## src/rtl/phys_reg_free_list_if.sv

```systemverilog
// Rename/retire/recovery connection to the physical register free list.
// The master side (rename, retire, recovery) drives requests, releases and
// rollback; the slave side (the free list) returns grants and its state.
interface phys_reg_free_list_if #(
    parameter int PHYS_REG_SZ      = 64,
    parameter int PHYS_REG_ID_BITS = 6,
    parameter int ALLOC_WIDTH      = 2,
    parameter int FREE_WIDTH       = 2
);
    logic [ALLOC_WIDTH-1:0]                  alloc_req;
    logic [ALLOC_WIDTH-1:0]                  alloc_grant;
    logic [ALLOC_WIDTH*PHYS_REG_ID_BITS-1:0] alloc_idx;
    logic [FREE_WIDTH-1:0]                   free_valid;
    logic [FREE_WIDTH*PHYS_REG_ID_BITS-1:0]  free_idx;
    logic                                    rollback;
    logic [PHYS_REG_SZ-1:0]                  rollback_map;
    logic [PHYS_REG_SZ-1:0]                  free_map;
    logic [PHYS_REG_ID_BITS:0]               free_count;
    logic                                    empty;
    logic                                    double_free_err;

    modport master (
        output alloc_req, free_valid, free_idx, rollback, rollback_map,
        input  alloc_grant, alloc_idx, free_map, free_count, empty, double_free_err
    );

    modport slave (
        input  alloc_req, free_valid, free_idx, rollback, rollback_map,
        output alloc_grant, alloc_idx, free_map, free_count, empty, double_free_err
    );
endinterface

```

## src/rtl/phys_reg_free_list.sv

```systemverilog
// Bitmap free list for the physical register file. Grants hand out the
// highest-index free tags (lane 0 gets the highest), retire releases tags,
// and branch recovery reloads a checkpointed free map.
module phys_reg_free_list #(
    parameter int PHYS_REG_SZ      = 64,
    parameter int PHYS_REG_ID_BITS = 6,
    parameter int ARCH_REG_SZ      = 32,
    parameter int ALLOC_WIDTH      = 2,
    parameter int FREE_WIDTH       = 2
) (
    input  logic                 clock,
    input  logic                 reset_n,
    phys_reg_free_list_if.slave  fl
);

    localparam int CNT_W = PHYS_REG_ID_BITS + 1;

    // Architectural tags start out mapped; everything above them is free.
    localparam logic [PHYS_REG_SZ-1:0] RESET_MAP =
        {{(PHYS_REG_SZ-ARCH_REG_SZ){1'b1}}, {ARCH_REG_SZ{1'b0}}};
    localparam logic [CNT_W-1:0] RESET_CNT = CNT_W'(PHYS_REG_SZ - ARCH_REG_SZ);

    logic [PHYS_REG_SZ-1:0]                  free_map_q, free_map_d;
    logic [CNT_W-1:0]                        free_count_q, free_count_d;
    logic                                    empty_q, empty_d;
    logic                                    dfe_q, dfe_d;

    logic [ALLOC_WIDTH-1:0]                  grant_c;
    logic [ALLOC_WIDTH*PHYS_REG_ID_BITS-1:0] idx_c;
    logic [PHYS_REG_SZ-1:0]                  granted_bits;
    logic [CNT_W-1:0]                        n_grant;

    logic [PHYS_REG_SZ-1:0]                  freed_bits;
    logic [CNT_W-1:0]                        n_freed;
    logic                                    dfe_hit;

    function automatic logic [CNT_W-1:0] popcount(input logic [PHYS_REG_SZ-1:0] v);
        logic [CNT_W-1:0] c;
        c = '0;
        for (int i = 0; i < PHYS_REG_SZ; i++) begin
            c = c + CNT_W'(v[i]);
        end
        return c;
    endfunction

    // Grant selection: each requesting lane takes the highest remaining free
    // tag; rollback and reset suppress all grants.
    always_comb begin : p_grant
        logic [PHYS_REG_SZ-1:0] avail;
        logic                   found;
        avail        = free_map_q;
        grant_c      = '0;
        idx_c        = '0;
        granted_bits = '0;
        n_grant      = '0;
        found        = 1'b0;
        if (reset_n && !fl.rollback) begin
            for (int lane = 0; lane < ALLOC_WIDTH; lane++) begin
                found = 1'b0;
                if (fl.alloc_req[lane]) begin
                    for (int i = PHYS_REG_SZ - 1; i >= 0; i--) begin
                        if (!found && avail[i]) begin
                            found           = 1'b1;
                            avail[i]        = 1'b0;
                            granted_bits[i] = 1'b1;
                            grant_c[lane]   = 1'b1;
                            idx_c[lane*PHYS_REG_ID_BITS +: PHYS_REG_ID_BITS] =
                                PHYS_REG_ID_BITS'(i);
                        end
                    end
                    if (found) begin
                        n_grant = n_grant + CNT_W'(1);
                    end
                end
            end
        end
    end

    // Release filtering: a free is legal only if the tag is not already free
    // (after this cycle's grants) and no lower lane freed it this cycle.
    // Checking against the post-grant map lets a free win over a same-cycle
    // grant of the same tag without flagging it as a double free.
    always_comb begin : p_free
        logic [PHYS_REG_SZ-1:0]      after_grant;
        logic [PHYS_REG_ID_BITS-1:0] tag;
        after_grant = free_map_q & ~granted_bits;
        freed_bits  = '0;
        n_freed     = '0;
        dfe_hit     = 1'b0;
        tag         = '0;
        if (!fl.rollback) begin
            for (int lane = 0; lane < FREE_WIDTH; lane++) begin
                tag = fl.free_idx[lane*PHYS_REG_ID_BITS +: PHYS_REG_ID_BITS];
                if (fl.free_valid[lane]) begin
                    if (after_grant[tag] || freed_bits[tag]) begin
                        dfe_hit = 1'b1;
                    end else begin
                        freed_bits[tag] = 1'b1;
                        n_freed         = n_freed + CNT_W'(1);
                    end
                end
            end
        end
    end

    // Next-state: rollback reloads the checkpoint, otherwise grants clear and
    // legal frees set bits. The error flag is sticky until reset.
    always_comb begin : p_next
        free_map_d   = free_map_q;
        free_count_d = free_count_q;
        dfe_d        = dfe_q | dfe_hit;
        if (fl.rollback) begin
            free_map_d   = fl.rollback_map;
            free_count_d = popcount(fl.rollback_map);
        end else begin
            free_map_d   = (free_map_q & ~granted_bits) | freed_bits;
            free_count_d = free_count_q - n_grant + n_freed;
        end
        empty_d = (free_count_d == '0);
    end

    // State registers with asynchronous return to the initial mapping.
    always_ff @(posedge clock or negedge reset_n) begin
        if (!reset_n) begin
            free_map_q   <= RESET_MAP;
            free_count_q <= RESET_CNT;
            empty_q      <= (RESET_CNT == '0);
            dfe_q        <= 1'b0;
        end else begin
            free_map_q   <= free_map_d;
            free_count_q <= free_count_d;
            empty_q      <= empty_d;
            dfe_q        <= dfe_d;
        end
    end

    assign fl.alloc_grant     = grant_c;
    assign fl.alloc_idx       = idx_c;
    assign fl.free_map        = free_map_q;
    assign fl.free_count      = free_count_q;
    assign fl.empty           = empty_q;
    assign fl.double_free_err = dfe_q;

endmodule
```

## src/flat_wrapper.sv

```systemverilog
// flat-port wrapper written by rule: the top's interface ports become plain ports
module phys_reg_free_list_flat 
#(
    parameter int PHYS_REG_SZ      = 64,
    parameter int PHYS_REG_ID_BITS = 6,
    parameter int ARCH_REG_SZ      = 32,
    parameter int ALLOC_WIDTH      = 2,
    parameter int FREE_WIDTH       = 2
)
  (clock, reset_n, fl_alloc_req, fl_free_valid, fl_free_idx, fl_rollback, fl_rollback_map, fl_alloc_grant, fl_alloc_idx, fl_free_map, fl_free_count, fl_empty, fl_double_free_err);
  phys_reg_free_list_if #(.PHYS_REG_SZ(PHYS_REG_SZ), .PHYS_REG_ID_BITS(PHYS_REG_ID_BITS), .ALLOC_WIDTH(ALLOC_WIDTH), .FREE_WIDTH(FREE_WIDTH)) fl_i ();
  input  logic clock;
  input  logic reset_n;
  input wire logic [$bits(fl_i.alloc_req)-1:0] fl_alloc_req;
  input wire logic [$bits(fl_i.free_valid)-1:0] fl_free_valid;
  input wire logic [$bits(fl_i.free_idx)-1:0] fl_free_idx;
  input wire logic [$bits(fl_i.rollback)-1:0] fl_rollback;
  input wire logic [$bits(fl_i.rollback_map)-1:0] fl_rollback_map;
  output wire logic [$bits(fl_i.alloc_grant)-1:0] fl_alloc_grant;
  output wire logic [$bits(fl_i.alloc_idx)-1:0] fl_alloc_idx;
  output wire logic [$bits(fl_i.free_map)-1:0] fl_free_map;
  output wire logic [$bits(fl_i.free_count)-1:0] fl_free_count;
  output wire logic [$bits(fl_i.empty)-1:0] fl_empty;
  output wire logic [$bits(fl_i.double_free_err)-1:0] fl_double_free_err;
  assign fl_i.alloc_req = fl_alloc_req;
  assign fl_i.free_valid = fl_free_valid;
  assign fl_i.free_idx = fl_free_idx;
  assign fl_i.rollback = fl_rollback;
  assign fl_i.rollback_map = fl_rollback_map;
  assign fl_alloc_grant = fl_i.alloc_grant;
  assign fl_alloc_idx = fl_i.alloc_idx;
  assign fl_free_map = fl_i.free_map;
  assign fl_free_count = fl_i.free_count;
  assign fl_empty = fl_i.empty;
  assign fl_double_free_err = fl_i.double_free_err;
  phys_reg_free_list #(.PHYS_REG_SZ(PHYS_REG_SZ), .PHYS_REG_ID_BITS(PHYS_REG_ID_BITS), .ARCH_REG_SZ(ARCH_REG_SZ), .ALLOC_WIDTH(ALLOC_WIDTH), .FREE_WIDTH(FREE_WIDTH)) u_core (.clock(clock), .reset_n(reset_n), .fl(fl_i));
endmodule
```

## config.mk

```make
export PLATFORM = sky130hd
export DESIGN_NAME = phys_reg_free_list_flat
export DESIGN_NICKNAME = d
export VERILOG_FILES = /design/src/rtl/phys_reg_free_list_if.sv /design/src/rtl/phys_reg_free_list.sv /design/src/flat_wrapper.sv
export SDC_FILE = /design/constraint.sdc
export NUM_CORES = 1
export LEC_CHECK = 0
export ABC_CLOCK_PERIOD_IN_PS = 5700
export CORE_MARGIN = 5
export CORE_UTILIZATION = 25
export CTS_CLUSTER_SIZE = 20
export DETAILED_ROUTE_END_ITERATION = 10
export PLACE_DENSITY_LB_ADDON = 0.25
export SLEW_MARGIN = 30
export SYNTH_ARGS = -nofsm -noshare
export SYNTH_HDL_FRONTEND = slang
export SYNTH_SLANG_ARGS = --single-unit
```

## constraint.sdc

```tcl
create_clock -name clock -period 5.7 [get_ports clock]
set_clock_uncertainty 0.1 [all_clocks]
set_input_delay 0.57 -clock clock [delete_from_list [all_inputs] [get_ports clock]]
set_output_delay 0.57 -clock clock [all_outputs]
set_load 0.02 [all_outputs]
```

Word level (Yosys, flattened, before mapping)
Memories as Yosys holds them, arrays and structs flattened.
Index checks and enable logic that the tools add are counted.
{"block": "word_totals", "ff_bits": 73, "romBits": 64, "in_bits": 83, "output_inout_bits": 87, "wordCells": 1215, "memories": 1}
{"block": "op_classes", "addsub": 67, "n_lt_le_gt_ge": 4, "muxes": 875, "n_bitwise": 5, "n_reduce_logical": 259}
{"name": "(name not given)", "words": 64, "word_bits": 1, "read_ports": 1, "rd_clocked_by_memory_dff": 0, "write_ports": 0, "line": "phys_reg_free_list.sv:95", "rtl": "if (after_grant[tag] || freed_bits[tag]) begin"}
{"cell": "$mux 6", "count": 130}
{"cell": "$mux 64", "count": 12}
{"cell": "$mux 1", "count": 715}
{"cell": "$add 7x1->7", "count": 62}
{"cell": "$logic_and 1x1->1", "count": 129}
{"cell": "$or 64x64->64", "count": 2}
{"cell": "$logic_not 1->1", "count": 127}
{"cell": "$mux 7", "count": 11}
{"cell": "$and 64x64->64", "count": 1}
{"cell": "$not 64->64", "count": 1}
{"cell": "$bmux 1 s6", "count": 3}
{"cell": "$add 7x1->7 const B", "count": 2}
{"cell": "$lt 6x7->1 const B", "count": 2}
{"cell": "$demux 1 s6", "count": 2}
{"cell": "$ge 6x1->1 const B", "count": 2}
{"cell": "$mux 12", "count": 1}
{"cell": "$add 7x7->7", "count": 1}
{"cell": "$logic_not 7->1", "count": 1}
{"cell": "$sub 7x7->7", "count": 1}
{"cell": "$add 1x1->2", "count": 1}
{"cell": "$logic_or 1x1->1", "count": 2}
{"cell": "$mux 2", "count": 1}
{"cell": "$or 1x1->1", "count": 1}

Logic depth before layout (Yosys ltp)
Gate-level depths: netlist of run 1.
{"block": "logic_depth", "word_depth": 653, "mapped_depth": 30, "depth_no_buf": 26}

Worst setup path before layout of run 1
No wires, ideal clock.
{"block": "synth_timing", "path_type": "input to register", "from": "input fl_rollback_map[0]", "to": "register u_core.empty_q (netlist: u_core.fl.empty)", "setup_ns": 0.101, "arrival_time_ns": 6.345, "required_time_ns": 5.499, "setup_slack_ns": -0.846, "stages": 20, "path_buffers": 0, "path_cell_list": "ha_1 inv_1 fa_1 fa_1 fa_1 fa_1 fa_1 fa_1 fa_1 fa_1 fa_1 inv_1 fa_1 a21o_1 a21oi_1 nor2b_1 o21a_1 o21ai_0 o21ai_0 nor4_1"}
{"block": "synth_between", "elab_chain_cells": 65}
{"element": "start, declared", "line": "flat_wrapper.sv:18", "rtl": "input wire logic [$bits(fl_i.rollback_map)-1:0] fl_rollback_map;"}
{"element": "$add 1x1->2", "line": "phys_reg_free_list.sv:41", "rtl": "c = c + CNT_W'(v[i]);"}
{"element": "$add 7x1->7 (62 in a row)", "line": "phys_reg_free_list.sv:41"}
{"element": "$mux 7", "line": "phys_reg_free_list.sv:112", "rtl": "if (fl.rollback) begin"}
{"element": "named net u_core.free_count_d[6]", "line": "phys_reg_free_list.sv:24", "rtl": "logic [CNT_W-1:0] free_count_q, free_count_d;"}
{"element": "$logic_not 7->1", "line": "phys_reg_free_list.sv:119", "rtl": "empty_d = (free_count_d == '0);"}
{"element": "named net u_core.empty_d", "line": "phys_reg_free_list.sv:25", "rtl": "logic empty_q, empty_d;"}
{"element": "end signal, assigned", "line": "phys_reg_free_list.sv:127", "rtl": "empty_q <= (RESET_CNT == '0);"}
{"element": "end signal, assigned", "line": "phys_reg_free_list.sv:132", "rtl": "empty_q <= empty_d;"}
{"element": "end, declared", "line": "phys_reg_free_list.sv:25"}
The timed path passes the listed nets, and every way through them passes these cells.

Final worst setup path of run 1
{"block": "layout_timing", "from": "register u_core.free_map_q[53] (netlist: u_core.fl.free_map[53])", "to": "register u_core.empty_q (netlist: u_core.fl.empty)"}
{"block": "layout_between", "elab_chain_cells": 290, "elab_cells_between_ends": 736, "cone_classes": "add/sub: 4; mux: 513; bitwise: 2; reduce/logical: 217"}
{"element": "start, declared", "line": "phys_reg_free_list.sv:23", "rtl": "logic [PHYS_REG_SZ-1:0] free_map_q, free_map_d;"}
{"element": "start signal, assigned", "line": "phys_reg_free_list.sv:130", "rtl": "free_map_q <= free_map_d;"}
{"element": "$logic_and 1x1->1", "line": "phys_reg_free_list.sv:62", "rtl": "if (!found && avail[i]) begin"}
{"element": "$mux 1", "line": "phys_reg_free_list.sv:62"}
{"element": "$mux 64 / $mux 1 (equally long branches)", "line": "phys_reg_free_list.sv:60", "rtl": "if (fl.alloc_req[lane]) begin"}
{"element": "$mux 64 / $mux 1 (equally long branches)", "line": "phys_reg_free_list.sv:57", "rtl": "if (reset_n && !fl.rollback) begin"}
{"element": "$logic_and 1x1->1 / $logic_not 1->1 (equally long branches)", "line": "phys_reg_free_list.sv:62"}
{"element": "$mux 1 / $logic_and 1x1->1 (equally long branches)", "line": "phys_reg_free_list.sv:62"}
{"element": "$mux 1, on equally long branches", "line": "phys_reg_free_list.sv:60, phys_reg_free_list.sv:62"}
{"element": "$mux 1, or another cell as far along", "line": "phys_reg_free_list.sv:57"}
{"element": "[... 276 more ...]"}
{"element": "$mux 7", "line": "phys_reg_free_list.sv:95"}
{"element": "$mux 7", "line": "phys_reg_free_list.sv:94", "rtl": "if (fl.free_valid[lane]) begin"}
{"element": "$mux 7", "line": "phys_reg_free_list.sv:91", "rtl": "if (!fl.rollback) begin"}
{"element": "$add 7x7->7 (*)", "line": "phys_reg_free_list.sv:117", "rtl": "free_count_d = free_count_q - n_grant + n_freed;"}
{"element": "$mux 7 (*)", "line": "phys_reg_free_list.sv:112"}
{"element": "named net u_core.free_count_d[6]", "line": "phys_reg_free_list.sv:24"}
{"element": "$logic_not 7->1 (*)", "line": "phys_reg_free_list.sv:119"}
{"element": "named net u_core.empty_d", "line": "phys_reg_free_list.sv:25"}
Mark *: on every way through the listed nets, which the timed path passes. The rest lies on a longest branch. The select of a mux whose other input is x is not followed.

==> flow_summary.ini, run 1 <==
[run_status]
status = finished with violations
violations = negative setup slack

[critical_path]
r2r-start = u_core.fl.free_map[53]
crit_buf_inv = 4
timing.critical_path.from = u_core.fl.free_map[53]
setup.worst_path.class = reg -> reg
critPathCapture = u_core.fl.empty
r2r_end = u_core.fl.empty
critical_path.top_delay_family = simple AND/OR/NAND/NOR gates
arrival_ps = 6840
end_kind = register
critPathMaxStageDelay_ps = 560
rrSetupSlack_ps = -970
cp_max_fo = 6
rr_worst_depth = 28
cp_slowest_cell = fa_1
worstPathRequired_ps = 5870
path_depth = 28
start_kind = register

[die]
pin_count = 170
core_um2 = 51300
row_count = 83
die_h_um = 238
start_util_pct = 25.2
die_x_um = 238
die_area_um2 = 56400

[global_routing]
antenna_found_initial = 1
grtUsageTotal_pct = 30.6
grt_pass1_vias = 17900
grt_max_degree = 45
grt-ovfl-total = 0
grt_pass1_wl_um = 128000

[cells_and_area]
synthToLayoutAreaGrowth_pct = 65.5
drive_above_1_share_pct = 39.0
final_common_cell = buf_4
fin_nets = 2662
final_cells = 3185
layout_common_cells = 686 x buf_4, 152 x nand2_1, 131 x inv_1
nFillCells = 5364
finish.instance_area_um2 = 21400

[synth]
synth_top_area_share_pct = 8.66
syn_avg_cell_area_um2 = 7.47
ys_warn_count = 0
ys.flop_type = dfrtp_1
async_reset_ff_share_pct = 100
yosys-top-cells-area = fa_1 8.7%, dfrtp_1 7.7%, dfstp_2 6.7%
synthCells = 1733
synth_area_um2 = 12900
ys_ff_latch = 73
synth_edf_count = 0
synth_area_leader_cell = fa_1
yosysSeqAreaShare_pct = 14.4
yosysUniqueCellTypes = 109
synth_fp_nets = 1897

[cts]
cts_num_sinks = 73
cts_tree = built
ctsHoldBuffers = 0
cts_made_buffers = 9
clkSlewWorstSetupHoldPaths_ps = 70
root_buffer = clkbuf_16
cts-htree-levels = 3
insertion_delay_ps = 370
clk_path_buf_depth = 2

[detailed_routing]
final_antenna_net_count = 0
vias_per_cell = 5.79
routedWlPerCell_um = 28.6
first_pass_iters = 5
drt_iter0_drc = 2223
routed_wl_um = 90900
drc = 0
route.vias.total = 18400

[sta]
whs_ps = 158
fin_crit_sh_pct = 117
finalSetupViolCount = 7
fin_ws_ps = -969
drv_slew = 0
rsz0062_at_grt = yes
finalHoldViolations = 0
fin_crit_ps = 6670
slew_headroom_pct = 43.0
fmax_mhz = 150
tightest_slew_ps = 851

[place]
gp_congestion = 1.02
dpl.hpwl_um = 76500
dp.cells = 3113
port_buffers = 169
placed_area_um2 = 20000

[worst_hold_path]
hp-class = in -> async

[power]
total_power_uw = 8430
leakagePower_uw = 0.00921
vdd_drop_max_uv = 2380
p_per_area_nw_per_um2 = 393

[run]
drv_cap = 0
==> power breakdown <==
group | switching [uW] | internal (uW) | total [uW]
combinational | 3350 | 3740 | 7090
sequential | 96.7 | 645 | 742
clock | 255 | 339 | 594
==> worst min-delay path by stage <==
| stage | from | end | slack (ps) |
|---|---|---|---|
| 4_1_cts | reset_n | u_core.fl.free_map[30] | 130 |
| 6_report | reset_n | u_core.fl.free_map[30] | 160 |
| 5_1_grt | reset_n | u_core.fl.free_map[30] | 150 |
| 3_5_place_dp | u_core.fl.double_free_err | u_core.fl.double_free_err | 400 |
| 3_3_place_gp | u_core.fl.double_free_err | u_core.fl.double_free_err | 400 |
| 2_1_floorplan | reset_n | u_core.fl.double_free_err | 170 |
==> state kept, by name (all words and copies together) (netlist names) <==
signal	count
u_core.fl.free_count	7
u_core.fl.empty	1
u_core.fl.free_map	64
u_core.fl.double_free_err	1
==> stage by stage <==
step                TNS, ps  utilization (%)  setup slack (ps)
floorplan             -1980                -              -769
global placement     -17390             39.0             -2050
detailed placement   -16910             39.0             -2050
CTS                   -5230             40.9             -1060
global route          -5680             41.7             -1150
finish                -4420             41.8              -969
==> routing by layer <==
metal  global-route usage [%]  share of wire, %
met1                     43.0                44
met2                     46.6                43
met3                     4.92               8.2
met4                     13.0               5.1
met5                        0                 0
==> cell families after synthesis <==
logic type	synth area share, %
compound gates	33.4
xor+xnor	1.49
fa+ha+maj	12.7
buf+inv	8.90
flops	14.4
mux	1.18
simple gates	28.0
==> cells in the mapped netlist, drive strengths merged (37+ instances only) <==
master and n:
nand2 154, inv 143, nor2 127, o21ai 109, clkbuf 95, a21oi 87
nand3 73, nor3 65, fa 56, nand4 46, o31ai 46, buf 42
dfrtp 40, nor4 37
==> timing repair <==
action,CTS,global route
pin swaps,93,75
gates resized for setup,159,71
hold endpoints to repair,0,0
setup buffers,33,26
setup endpoints to repair,12,9
==> area by class of cell <==
| cell class | count | area (um2) | area share, % |
|---|---|---|---|
| Antenna cell | 2 | 5.00 | 0.0234 |
| Clock inverter | 7 | 70.1 | 0.327 |
| Inverter | 143 | 537 | 2.51 |
| Tap cell | 680 | 851 | 3.97 |
| Sequential cell | 73 | 1870 | 8.73 |
| Clock buffer | 9 | 225 | 1.05 |
| Timing Repair Buffer | 891 | 7310 | 34.1 |
| Multi-Input combinational cell | 1380 | 10600 | 49.2 |
==> worst reg2reg max path: cells and delay by family, from the launching register on <==
family | cells | cell delay, ps
AO/OA/AOI/OAI | 9 | 1660
adder cells (fa/ha/maj) | 5 | 1770
flip-flops | 1 | 410
buffers and inverters | 4 | 640
AND/OR/NAND/NOR | 9 | 1850
XOR/XNOR | 1 | 150
No activity file was read; power rests on OpenSTA's default activity.
==> run 2, diff against run 1 <==
- ABC_CLOCK_PERIOD_IN_PS: 5700 -> 6860
- clock period: 5.7 -> 6.86 ns (I/O delays scaled with it)
==> flow_summary.ini, run 2 (same netlist as run 1, synthesis figures left out) <==
[die]
die_x_um = 238
row_count = 83
core_um2 = 51300
die_area_um2 = 56400
start_util_pct = 25.2
die_h_um = 238
pin_count = 170

[cells_and_area]
layout_common_cells = 468 x buf_4, 152 x nand2_1, 132 x clkdlybuf4s50_1
final_cells = 2942
final_common_cell = buf_4
largest_reg_flops = 64
finish.instance_area_um2 = 19300
fin_nets = 2421
drive_above_1_share_pct = 31.3
synthToLayoutAreaGrowth_pct = 49.5
antennaDiodeCount = 0

[global_routing]
grtUsageTotal_pct = 28.7
grt_max_degree = 69
antenna_found_initial = 2
grt_pass1_wl_um = 121000
grt-ovfl-total = 0
grt_pass1_vias = 17000

[place]
placed_area_um2 = 18400
port_buffers = 169
gp_congestion = 1.02
dp.cells = 2899
dpl.hpwl_um = 71100

[sta]
fin_crit_sh_pct = 97.3
whs_ps = 264
fmax_mhz = 150
finalHoldViolations = 0
fin_crit_ps = 6670
finalSetupViolCount = 0
tightest_slew_ps = 901
slew_headroom_pct = 39.7
drv_slew = 0

[detailed_routing]
route.vias.total = 17400
first_pass_iters = 6
routed_wl_um = 85100
routedWlPerCell_um = 28.9
vias_per_cell = 5.91
drt_iter0_drc = 2189
drc = 0
final_antenna_net_count = 0

[critical_path]
rrSetupSlack_ps = 190
start_kind = input port
worstPathRequired_ps = 7030
end_kind = register
arrival_ps = 6840
cp_max_fo = 2
setup.worst_path.class = in -> reg
r2r-start = u_core.fl.free_map[62]
timing.critical_path.from = fl_rollback_map[40]

[cts]
cts_made_buffers = 9
cts-htree-levels = 3
ctsHoldBuffers = 0
clk_path_buf_depth = 2
cts_num_sinks = 73
clkSlewWorstSetupHoldPaths_ps = 60
root_buffer = clkbuf_16
cts_tree = built
insertion_delay_ps = 350

[power]
total_power_uw = 6200
vdd_drop_max_uv = 1670
p_per_area_nw_per_um2 = 320
leakagePower_uw = 0.00798

[run]
drv_cap = 0

[worst_hold_path]
hp-class = in -> async

[run_status]
status = completed
[run 2: changes by cell type in the layout (fill, tap and decap cells not counted), sizes merged]
cell	delta
diode	-2
clkinvlp	-1
clkdlybuf4s15	+1
clkinv	-2
clkbuf	+4
dlygate4sd2	-2
clkdlybuf4s50	+2
inv	-1
buf	-242
[run 2: path summary, 6_finish.rpt]
path                                             endpoint  depth (start not counted)
worst max-delay path                      u_core.fl.empty                         22
worst min-delay path               u_core.fl.free_map[57]                          1
worst max register to register            u_core.fl.empty                         30
worst min register to register  u_core.fl.double_free_err                          1
max in group asynchronous       u_core.fl.double_free_err                          3
min in group clock              u_core.fl.double_free_err                          1
[run 2: repair_timing]
item / CTS / global route
endpoints found under the setup margin: 5 / 5
resized for setup: 97 / 95
setup buffers: 8 / 19
pin swaps: 53 / 76
[run 2: metrics by stage]
step / TNS [ps] / setup slack [ps] / utilization, %
after CTS: -122 / -122 / 36.7
final: 0 / 187 / 37.7
after floorplan: 0 / 198 / -
after detailed placement: -3230 / -889 / 35.8
after global routing: -46.0 / -46.0 / 37.7
after global placement: -4140 / -996 / 35.8
[run 2: report_power, final]
group	total, uW	switching [uW]	internal (uW)
clock	493	192	301
sequential	645	109	536
combinational	5060	2540	2520
[run 2: cell type report]
cell class | count | area [um2]
repair buffers | 650 | 5390
clock buffers | 13 | 260
flip-flops and latches | 73 | 1870
inverters | 143 | 537
fillers | 5422 | 32000
clock inverters | 3 | 40.0
well taps | 680 | 851
multi-input cells | 1380 | 10400
[run 2: critical path, cell delays in order]
cell	delay [ps]
clkdlybuf4s15_1	220
inv_2	60
fa_1	600
fa_1	470
fa_1	510
inv_2	50
fa_1	490
inv_1	50
fa_1	470
fa_1	540
fa_1	430
fa_1	520
fa_2	200
inv_2	50
buf_6	100
buf_4	110
a21o_1	150
a21o_1	180
xnor2_2	180
a21oi_2	80
or4_4	550
nor4_4	130
[run 2: per-layer routing]
layer,GRT usage [%],part of all wire [%]
met1,39.6,42
met2,43.6,43
met3,4.34,8.7
met4,14.5,6.2
met5,0,0.014
